--- config.mk ---
export PLATFORM = sky130hd
export DESIGN_NAME = op_sequencer
export DESIGN_NICKNAME = d
export VERILOG_FILES = /design/src/rtl/op_seq_pkg.sv /design/src/rtl/op_seq_delay.sv /design/src/rtl/op_sequencer.sv
export SDC_FILE = /design/constraint.sdc
export NUM_CORES = 1
export LEC_CHECK = 0
export CORE_ASPECT_RATIO = 0.8
export CORE_UTILIZATION = 35
export DETAILED_ROUTE_END_ITERATION = 10
export GPL_TIMING_DRIVEN = 0
export MAX_ROUTING_LAYER = met4
export SLEW_MARGIN = 0
export SYNTH_ARGS = -nofsm -noshare
export SYNTH_HDL_FRONTEND = slang
export SYNTH_HIERARCHICAL = 1
export SYNTH_SLANG_ARGS = --single-unit
--- constraint.sdc ---
create_clock -name clk_i -period 1.4 [get_ports clk_i]
set_clock_uncertainty 0.1 [all_clocks]
set_input_delay 0.28 -clock clk_i [delete_from_list [all_inputs] [get_ports clk_i]]
set_output_delay 0.28 -clock clk_i [all_outputs]
set_load 0.005 [all_outputs]
--- src/rtl/op_seq_pkg.sv ---
// ---------------------------------------------------------------------------
// op_seq_pkg
// Shared types and constants for the op_sequencer controller.
//   state_t        : controller FSM states (IDLE, RUN, DRAIN, DONE)
//   OP_LATENCY_MAX : largest supported datapath latency
//   PERF_CNT_W     : width of the optional performance counters
//   calc_addr_w()  : address width for a given memory depth
// ---------------------------------------------------------------------------
package op_seq_pkg;

    typedef enum logic [1:0] {
        IDLE  = 2'd0,
        RUN   = 2'd1,
        DRAIN = 2'd2,
        DONE  = 2'd3
    } state_t;

    localparam int OP_LATENCY_MAX = 4;
    localparam int PERF_CNT_W     = 16;

    // A depth of 2 still needs one address bit.
    function automatic int calc_addr_w(input int depth);
        return (depth <= 2) ? 1 : $clog2(depth);
    endfunction

endpackage

--- src/rtl/op_seq_delay.sv ---
// ---------------------------------------------------------------------------
// op_seq_delay
// LATENCY-stage shift register carrying {valid, addr} from operand issue to
// result write. It shifts every cycle; there is no stall input, so in-flight
// elements always drain.
// Ports:
//   clk       in   clock, rising edge
//   rst       in   asynchronous active-high reset, clears every stage
//   in_valid  in   element issued this cycle
//   in_addr   in   address of the issued element
//   out_valid out  element leaves the line this cycle (result write enable)
//   out_addr  out  address of the most recent valid element to leave
// ---------------------------------------------------------------------------
module op_seq_delay #(
    parameter int LATENCY = 1,
    parameter int ADDR_W  = 3
) (
    input  logic              clk,
    input  logic              rst,
    input  logic              in_valid,
    input  logic [ADDR_W-1:0] in_addr,
    output logic              out_valid,
    output logic [ADDR_W-1:0] out_addr
);

    logic [LATENCY-1:0] valid_q;
    logic [ADDR_W-1:0]  addr_q [LATENCY];

    // Each address stage only loads when a valid element enters it, so the
    // last stage keeps the address of the most recent real write while
    // bubbles pass through.
    always_ff @(posedge clk or posedge rst) begin
        if (rst) begin
            valid_q <= '0;
            for (int i = 0; i < LATENCY; i++) begin
                addr_q[i] <= '0;
            end
        end else begin
            valid_q[0] <= in_valid;
            if (in_valid) begin
                addr_q[0] <= in_addr;
            end
            for (int i = 1; i < LATENCY; i++) begin
                valid_q[i] <= valid_q[i-1];
                if (valid_q[i-1]) begin
                    addr_q[i] <= addr_q[i-1];
                end
            end
        end
    end

    assign out_valid = valid_q[LATENCY-1];
    assign out_addr  = addr_q[LATENCY-1];

endmodule

--- src/rtl/op_sequencer.sv ---
// ---------------------------------------------------------------------------
// op_sequencer
// Sequences the operation datapath over a window of operand-memory entries:
// issues operand read addresses, tracks datapath latency through
// op_seq_delay, and drives result_mem write enable/address.
//
// Optional build macro: OP_SEQ_PERF_EN adds stall_cycles_o / run_cycles_o.
//
// Ports:
//   clk_i            in   clock, rising edge
//   rst_i            in   asynchronous active-high reset (aborts a run)
//   start_i          in   start request, only looked at in IDLE
//   base_addr_i      in   first operand address
//   count_i          in   element count, saturated to MEM_DEPTH
//   stall_i          in   holds off new issues while high
//   operand1_addr_o  out  operand1 read address
//   operand2_addr_o  out  operand2 read address (same as operand1)
//   operand_valid_o  out  element issued this cycle
//   result_we_o      out  result_mem write enable
//   result_addr_o    out  result_mem write address
//   busy_o           out  high in RUN and DRAIN
//   done_o           out  one-cycle completion pulse
//   stall_cycles_o   out  (OP_SEQ_PERF_EN) RUN cycles with stall_i high
//   run_cycles_o     out  (OP_SEQ_PERF_EN) cycles with busy_o high
//
// Handshake: start_i is accepted on a rising edge where the FSM is in IDLE
// and start_i=1; requests in any other state are dropped, not queued. Each
// accepted start produces exactly one done_o pulse unless reset intervenes.
// operand_valid_o has no ready: an element is issued in every RUN cycle
// with stall_i=0, and its result_we_o follows exactly OP_LATENCY cycles
// later regardless of stall_i.
// ---------------------------------------------------------------------------
module op_sequencer
    import op_seq_pkg::*;
#(
    parameter int  MEM_DEPTH  = 8,
    parameter int  MEM_WIDTH  = 32,
    parameter int  OP_LATENCY = 1,
    localparam int ADDR_W     = calc_addr_w(MEM_DEPTH)
) (
    input  logic              clk_i,
    input  logic              rst_i,
    input  logic              start_i,
    input  logic [ADDR_W-1:0] base_addr_i,
    input  logic [ADDR_W:0]   count_i,
    input  logic              stall_i,
    output logic [ADDR_W-1:0] operand1_addr_o,
    output logic [ADDR_W-1:0] operand2_addr_o,
    output logic              operand_valid_o,
    output logic              result_we_o,
    output logic [ADDR_W-1:0] result_addr_o,
    output logic              busy_o,
    output logic              done_o
`ifdef OP_SEQ_PERF_EN
    ,
    output logic [PERF_CNT_W-1:0] stall_cycles_o,
    output logic [PERF_CNT_W-1:0] run_cycles_o
`endif
);

    // Elaboration-time parameter sanity checks.
    if (MEM_DEPTH < 2 || (MEM_DEPTH & (MEM_DEPTH - 1)) != 0) begin : g_bad_depth
        $error("op_sequencer: MEM_DEPTH must be a power of 2, at least 2");
    end
    if (OP_LATENCY < 1 || OP_LATENCY > OP_LATENCY_MAX) begin : g_bad_latency
        $error("op_sequencer: OP_LATENCY out of range 1..4");
    end
    if (MEM_WIDTH < 1) begin : g_bad_width
        $error("op_sequencer: MEM_WIDTH must be positive");
    end

    localparam logic [ADDR_W:0] DEPTH_CNT  = (ADDR_W + 1)'(MEM_DEPTH);
    localparam logic [ADDR_W:0] CNT_ONE    = (ADDR_W + 1)'(1);
    localparam logic [2:0]      DRAIN_INIT = 3'(OP_LATENCY - 1);

    state_t            state;
    state_t            state_n;
    logic [ADDR_W-1:0] ptr;
    logic [ADDR_W:0]   remaining;
    logic [ADDR_W:0]   n_sat;
    logic [2:0]        drain_cnt;
    logic              accept;
    logic              issue;
    logic              last_issue;

    assign n_sat      = (count_i > DEPTH_CNT) ? DEPTH_CNT : count_i;
    assign accept     = (state == IDLE) && start_i;
    assign issue      = (state == RUN) && !stall_i;
    assign last_issue = issue && (remaining == CNT_ONE);

    // ---------------- FSM ----------------
    always_ff @(posedge clk_i or posedge rst_i) begin
        if (rst_i) begin
            state <= IDLE;
        end else begin
            state <= state_n;
        end
    end

    always_comb begin
        state_n = state;
        case (state)
            IDLE: begin
                if (start_i) begin
                    state_n = (n_sat == '0) ? DONE : RUN;
                end
            end
            RUN: begin
                if (last_issue) begin
                    state_n = DRAIN;
                end
            end
            // The last element is issued on the edge that enters DRAIN and
            // reaches result_we_o OP_LATENCY-1 edges later, so DRAIN lasts
            // exactly OP_LATENCY cycles.
            DRAIN: begin
                if (drain_cnt == '0) begin
                    state_n = DONE;
                end
            end
            DONE: begin
                state_n = IDLE;
            end
            default: begin
                state_n = IDLE;
            end
        endcase
    end

    // ---------------- issue counters ----------------
    // The pointer does not advance on the final issue, so the operand
    // addresses keep showing the last issued address once RUN ends. A
    // zero-length request leaves them untouched.
    always_ff @(posedge clk_i or posedge rst_i) begin
        if (rst_i) begin
            ptr       <= '0;
            remaining <= '0;
            drain_cnt <= '0;
        end else begin
            if (accept) begin
                remaining <= n_sat;
                if (n_sat != '0) begin
                    ptr <= base_addr_i;
                end
            end
            if (issue) begin
                remaining <= remaining - CNT_ONE;
                if (!last_issue) begin
                    ptr <= ptr + ADDR_W'(1);
                end
            end
            if (last_issue) begin
                drain_cnt <= DRAIN_INIT;
            end else if (state == DRAIN && drain_cnt != '0) begin
                drain_cnt <= drain_cnt - 3'd1;
            end
        end
    end

    // ---------------- result path ----------------
    op_seq_delay #(
        .LATENCY (OP_LATENCY),
        .ADDR_W  (ADDR_W)
    ) u_delay (
        .clk       (clk_i),
        .rst       (rst_i),
        .in_valid  (issue),
        .in_addr   (ptr),
        .out_valid (result_we_o),
        .out_addr  (result_addr_o)
    );

    assign operand1_addr_o = ptr;
    assign operand2_addr_o = ptr;
    assign operand_valid_o = issue;
    assign busy_o          = (state == RUN) || (state == DRAIN);
    assign done_o          = (state == DONE);

`ifdef OP_SEQ_PERF_EN
    // ---------------- performance counters ----------------
    localparam logic [PERF_CNT_W-1:0] PERF_ONE = PERF_CNT_W'(1);

    logic [PERF_CNT_W-1:0] stall_cnt;
    logic [PERF_CNT_W-1:0] run_cnt;

    always_ff @(posedge clk_i or posedge rst_i) begin
        if (rst_i) begin
            stall_cnt <= '0;
            run_cnt   <= '0;
        end else if (accept) begin
            stall_cnt <= '0;
            run_cnt   <= '0;
        end else begin
            if (busy_o && run_cnt != '1) begin
                run_cnt <= run_cnt + PERF_ONE;
            end
            if (state == RUN && stall_i && stall_cnt != '1) begin
                stall_cnt <= stall_cnt + PERF_ONE;
            end
        end
    end

    assign stall_cycles_o = stall_cnt;
    assign run_cycles_o   = run_cnt;
`endif

endmodule
==> impl_metrics.py, run 1 <==
metrics = {
    "setup_path": {
        "crit_fanout": 3,
        "cp.arrival_ns": 1.28,
        "crit_type": "reg -> out",
        "critPathLaunchType": "flop",
        "end_kind": "primary output",
        "cp_data_required_time_ns": 1.02,
    },
    "yosys": {
        "ys_ff_latch": 16,
        "synthCells": 95,
        "synth_compound_area_frac": 0.110,
        "synthesis.nets": 116,
        "postSynthAreaPerCell_um2": 10.4,
        "synth_top_family_by_area": "simple AND/OR/NAND/NOR gates",
        "synth-xor-area-share": 0.00885,
        "netlist_area_um2": 990,
        "synthAdderAreaFrac": 0.126,
        "synth-simple-area-share": 0.182,
        "yosysSeqAreaShare": 0.405,
        "synth.area.mux_share": 0.0847,
        "ys_types": 29,
        "ys_warn_count": 6,
    },
    "clock_network": {
        "cts_max_level": 1,
        "clk_path_buf_depth": 2,
        "cts_inserted_buffers": 3,
        "cts_hold_buf": 0,
        "clk_latency_ns": 0.31,
        "cts_tree": "built",
        "cts.clk_slew.worst_paths_ns": 0.11,
        "root_buffer": "clkbuf_4",
        "clkSinkCount": 16,
    },
    "routing": {
        "drtAntennaViolNets": 0,
        "drt_wl_total_um": 2710,
        "drt_drc_violations_left": 0,
        "vias": 884,
        "via_per_inst": 4.65,
        "post_drt_wl_per_cell_um": 14.3,
        "drt_iter0_markers": 9,
        "dr.pass1.iters": 4,
    },
    "sta": {
        "setup_viol": 18,
        "layout_min_cycle_time_ns": 1.66,
        "hold_violations": 0,
        "finalWorstSetupSlack_ns": -0.257,
        "slew_violations": 0,
        "relSlewSlack": 0.650,
        "tightest_slew_ns": 0.524,
        "fin_crit_sh": 1.18,
        "rsz0062_at_grt": "true",
        "setup_tns_ns": -2.72,
        "max_freq_ghz": 0.603,
    },
    "global_route": {
        "grt_pass1_wl_um": 4150,
        "overflow": 0,
        "grt_max_degree": 13,
        "grt.total_usage": 0.193,
        "antenna_found_initial": 0,
        "grt_pass1_vias": 902,
    },
    "die": {
        "start_util": 0.386,
        "die_area_um2": 3050,
        "rows": 16,
        "die_h_um": 49.6,
        "coreArea_um2": 2560,
        "io-pin-count": 24,
        "die_w_um": 61.5,
    },
    "placement": {
        "hpwl_um": 1580,
        "gp_congestion": 0.747,
        "io_buffers": 23,
        "preCtsSetupSlack_ns": -0.783,
        "post_dp_cell_area_um2": 1300,
    },
    "power": {
        "ir_worst_vdd_mv": 0.859,
        "leakage_nw": 0.815,
        "power.density_nw_per_um2": 2160,
    },
    "job": {
        "max_cap_viol_count": 0,
    },
    "cells_and_area": {
        "final_layout_size_suffix_gt1_frac": 0.565,
        "area_growth_pct": 78.9,
        "final_common_cell": "buf_4",
        "layout_common_cells": "26 x buf_4, 13 x dfrtp_1, 10 x buf_6, 10 x clkdlybuf4s50_1, 9 x inv_1",
        "final_area_um2": 1770,
        "antenna_cells": 0,
        "final_nets": 176,
    },
    "status": {
        "outcome": "finished, violations left",
        "violations": "setup timing",
    },
    "worst_hold_path": {
        "hold_path.class": "in -> async",
    },
}
through the flow:
step	total power, mW	util	cells	hold WS (ns)
6_report	3.82	0.691	190	0.0730
5_1_grt	4.12	0.691	190	0.0784
4_1_cts	3.32	0.618	178	0.0735
3_5_place_dp	2.46	0.507	154	0.399
3_3_place_gp	2.40	0.507	154	0.391
2_1_floorplan	1.86	-	95	-0.0539
synth_stat cells:
cell	n	area share
nand2_2	1	0.0063
inv_1	13	0.049
nor3_1	2	0.010
nor2_8	1	0.020
a21oi_1	5	0.025
a211oi_1	3	0.023
ha_1	10	0.13
xnor2_1	1	0.0089
nor2_1	7	0.027
buf_4	3	0.023
dfrtp_1	16	0.40
mux2i_1	5	0.051
buf_6	1	0.011
nor4b_1	1	0.0089
a311oi_1	1	0.0089
nand3_1	3	0.015
nor2b_1	1	0.0063
o21ai_0	3	0.015
o221ai_1	1	0.0089
nand2b_1	2	0.013
o21ai_2	1	0.0089
nor3b_1	1	0.0076
nand2_1	4	0.015
mux2_2	3	0.034
nor3_2	1	0.010
or3b_4	1	0.011
a221o_1	2	0.020
nor3b_4	1	0.019
nor4_2	1	0.013
where the power goes:
part / leakage, nW / switching [mW] / internal, mW / total (mW)
combinational: 0.608 / 1.07 / 1.54 / 2.61
sequential: 0.186 / 0.185 / 0.695 / 0.880
clock: 0.0210 / 0.168 / 0.159 / 0.327
total: 0.815 / 1.43 / 2.39 / 3.82
cells by family (layout without fill, tap and decap cells):
| family | Yosys count | in the layout |
|---|---|---|
| flip-flops | 16 | 16 |
| AO/OA/AOI/OAI | 16 | 16 |
| multiplexers | 8 | 8 |
| AND/OR/NAND/NOR | 27 | 27 |
| adder cells (fa/ha/maj) | 10 | 10 |
| buffers and inverters | 17 | 76 |
| XOR/XNOR | 1 | 1 |
final cells by class:
class                   count  area (um^2)
well taps                  36         45.0
fillers                   205          792
clock buffers               4         36.3
flip-flops and latches     16          404
inverters                  13         60.1
repair buffers             56          504
plain buffers               3         26.3
multi-input cells          62          694
final timing paths:
path / start / to / slack (ns) / cells after the start
worst max-delay path: state[0] / operand_valid_o / -0.26 / 4
worst min-delay path: rst_i / u_delay/out_addr[0] / 0.07 / 2
worst max register to register: state[0] / operand1_addr_o[2] / -0.22 / 7
worst min register to register: u_delay/out_addr[2] / u_delay/out_addr[2] / 0.41 / 1
max in group asynchronous: rst_i / remaining[0] / 0.59 / 2
min in group clk_i: u_delay/out_addr[2] / u_delay/out_addr[2] / 0.41 / 1
per-layer routing:
metal | share of wire | GRT usage | up-vias
met4 | 0.0092 | 0.0407 | 0
met3 | 0.034 | 0.0499 | 4
met5 | 0 | - | -
met2 | 0.52 | 0.319 | 16
li1 | - | - | 445
met1 | 0.43 | 0.235 | 419
state kept, by name, summed over array words and instances (netlist names):
| name | cells |
|---|---|
| u_delay/out_addr | 3 |
| drain_cnt | 3 |
| remaining | 4 |
| u_delay/out_valid | 1 |
| operand1_addr_o | 3 |
| state | 2 |
critical path, cell delays in order, from the launching register on:
cell        delay, ns
dfrtp_2          0.46
ha_4             0.18
nand2b_4         0.10
clkinvlp_4       0.10
buf_2            0.13
what timing repair did:
item                       in CTS  in global routing
setup endpoints to repair      29                 20
pin swaps                       7                 14
setup buffers                  20                 15
resized for setup              60                 23
Power figures use the tool's default switching activity.
==> run 2: changes to the inputs <==
ABC_AREA = 1   (was unset)
==> run 2 against run 1 <==
Against the previous run:
- the run still ends with setup timing left
- wire length fell by 0.52%
- clock-buffer cell count unchanged
- first-iteration DRC count rose to 5.8 times the previous value
- clock power shrank 3%
- via count up 15%
- sequential share of layout area up 0.063 points
- synthesized area is 3.7% higher
- worst setup slack better by 0.042 ns
- critical path depth is 1 higher
- largest power group unchanged
- highest routed layer unchanged
==> impl_metrics.py, run 2 <==
metrics = {
    "status": {
        "outcome": "finished, violations left",
        "violations": "setup timing",
    },
    "clock_network": {
        "cts_inserted_buffers": 3,
        "cts.clk_slew.worst_paths_ns": 0.10,
        "clk_path_buf_depth": 2,
        "clk_latency_ns": 0.30,
        "root_buffer": "clkbuf_4",
        "clkSinkCount": 16,
        "cts_max_level": 1,
        "cts_tree": "built",
    },
    "setup_path": {
        "cp_data_required_time_ns": 1.02,
        "cp.arrival_ns": 1.24,
        "critPathLaunchType": "flop",
        "end_kind": "primary output",
        "crit_type": "reg -> out",
        "crit_fanout": 3,
        "rrSetupSlack_ns": -0.15,
    },
    "yosys": {
        "yosysMostFrequentCell": "nand2_1",
        "synthesis.nets": 162,
        "synth_edf_count": 0,
        "postSynthAreaPerCell_um2": 7.28,
        "dominantRegCellSynth": "dfrtp_1",
        "ys_types": 15,
        "yosysSeqAreaShare": 0.390,
        "ys_warn_count": 6,
        "ys_ff_latch": 16,
        "async_reset_ff_frac": 1.00,
        "synth_commonest_cells": "49 x nand2_1, 25 x inv_1, 16 x dfrtp_1, 14 x nand3_1, 10 x ha_1",
        "ys_top_cells_by_area": "dfrtp_1 39%, nand2_1 18%, ha_1 12%",
        "synth_top_area_share": 0.390,
        "synthCells": 141,
        "yosys.area.top_type": "dfrtp_1",
        "netlist_area_um2": 1030,
    },
    "power": {
        "leakage_nw": 0.874,
        "power.density_nw_per_um2": 1900,
        "total_power_mw": 3.33,
        "ir_worst_vdd_mv": 1.16,
    },
    "cells_and_area": {
        "fillers": 231,
        "area_growth_pct": 70.5,
        "antenna_cells": 0,
        "stdcell_count": 223,
        "final_nets": 207,
        "largest_reg_flops": 4,
        "finish.utilization": 0.633,
        "top_register": "remaining",
        "final_layout_size_suffix_gt1_frac": 0.438,
        "layout_common_cells": "31 x nand2_1, 16 x dfrtp_1, 15 x inv_1",
        "final_area_um2": 1750,
        "final_common_cell": "nand2_1",
    },
    "routing": {
        "dr.pass1.iters": 4,
        "drt_iter0_markers": 52,
        "drt_drc_violations_left": 0,
        "drt_wl_total_um": 2700,
        "vias": 1019,
        "post_drt_wl_per_cell_um": 12.1,
        "via_per_inst": 4.57,
        "drtAntennaViolNets": 0,
    },
    "placement": {
        "io_buffers": 23,
        "preCtsSetupSlack_ns": -0.509,
        "post_dp_cell_area_um2": 1320,
        "dp_cells": 202,
        "gp_congestion": 0.776,
        "hpwl_um": 1660,
    },
    "global_route": {
        "grt_max_degree": 13,
        "overflow": 0,
        "grt_pass1_wl_um": 4190,
        "grt.total_usage": 0.174,
        "grt_pass1_vias": 937,
        "antenna_found_initial": 0,
    },
    "sta": {
        "layout_min_cycle_time_ns": 1.62,
        "setup_viol": 12,
        "max_freq_ghz": 0.619,
        "tightest_slew_ns": 0.512,
        "hold_ws_ns": 0.0718,
        "hold_violations": 0,
        "slew_violations": 0,
        "setup_tns_ns": -0.911,
        "fin_crit_sh": 1.15,
        "relSlewSlack": 0.658,
        "finalWorstSetupSlack_ns": -0.215,
        "rsz0062_at_grt": "true",
    },
    "die": {
        "die_w_um": 62.5,
        "die_h_um": 50.4,
        "rows": 17,
        "io-pin-count": 24,
        "die_area_um2": 3150,
        "start_util": 0.371,
        "coreArea_um2": 2770,
    },
    "worst_hold_path": {
        "hold_path.class": "in -> async",
    },
    "job": {
        "max_cap_viol_count": 0,
    },
}
## run 2: cells by family (layout without fill, tap and decap cells)
group / count (synthesis) / in the layout / share of synthesized area
fa+ha+maj: 10 / 10 / 0.122
flops: 16 / 16 / 0.390
simple gates: 78 / 78 / 0.330
compound gates: 8 / 8 / 0.0402
buf+inv: 29 / 73 / 0.117
## run 2: worst paths after layout
| path | from | end | cells past startpoint |
|---|---|---|---|
| setup / recovery | state[0] | operand_valid_o | 5 |
| hold / removal | rst_i | u_delay/out_valid | 2 |
| max in group asynchronous | rst_i | state[0] | 2 |
| min in group clk_i | u_delay/out_addr[1] | u_delay/out_addr[1] | 2 |
| hold reg to reg | u_delay/out_addr[1] | u_delay/out_addr[1] | 2 |
| setup reg to reg | state[0] | state[0] | 6 |
## run 2: timing repair
| item | 4_1_cts | 5_1_grt |
|---|---|---|
| cloned | 0 | 0 |
| buffers inserted | 14 | 7 |
| hold buffers | 0 | 0 |
| pin swaps | 5 | 16 |
| setup endpoints to repair | 24 | 20 |
| resized for setup | 52 | 61 |
## run 2: area by class of cell
class | count | area, um^2 | share of cell area
clock buffer | 4 | 36.3 | 0.0207
inverter | 26 | 108 | 0.0615
multi-input combinational | 96 | 749 | 0.428
sequential | 16 | 400 | 0.229
tap | 38 | 47.5 | 0.0272
timing repair buffer | 43 | 408 | 0.233
## run 2: routing by layer
layer  vias to the layer above  part of all wire  global-route usage
li1                        524                 -                   -
met3                         5             0.027              0.0409
met2                        12              0.51               0.286
met5                         -                 0                   -
met4                         0            0.0096              0.0233
met1                       478              0.46               0.224
## run 2: critical path, stage by stage (launching register included)
cell	delay (ns)
dfrtp_1	0.44
buf_6	0.14
ha_4	0.15
inv_2	0.06
nor2_4	0.04
buf_2	0.12
## run 2: report_power, final
group	switching (mW)	internal, mW
clock	0.158	0.159
combinational	1.08	1.13
sequential	0.162	0.641
total	1.40	1.93
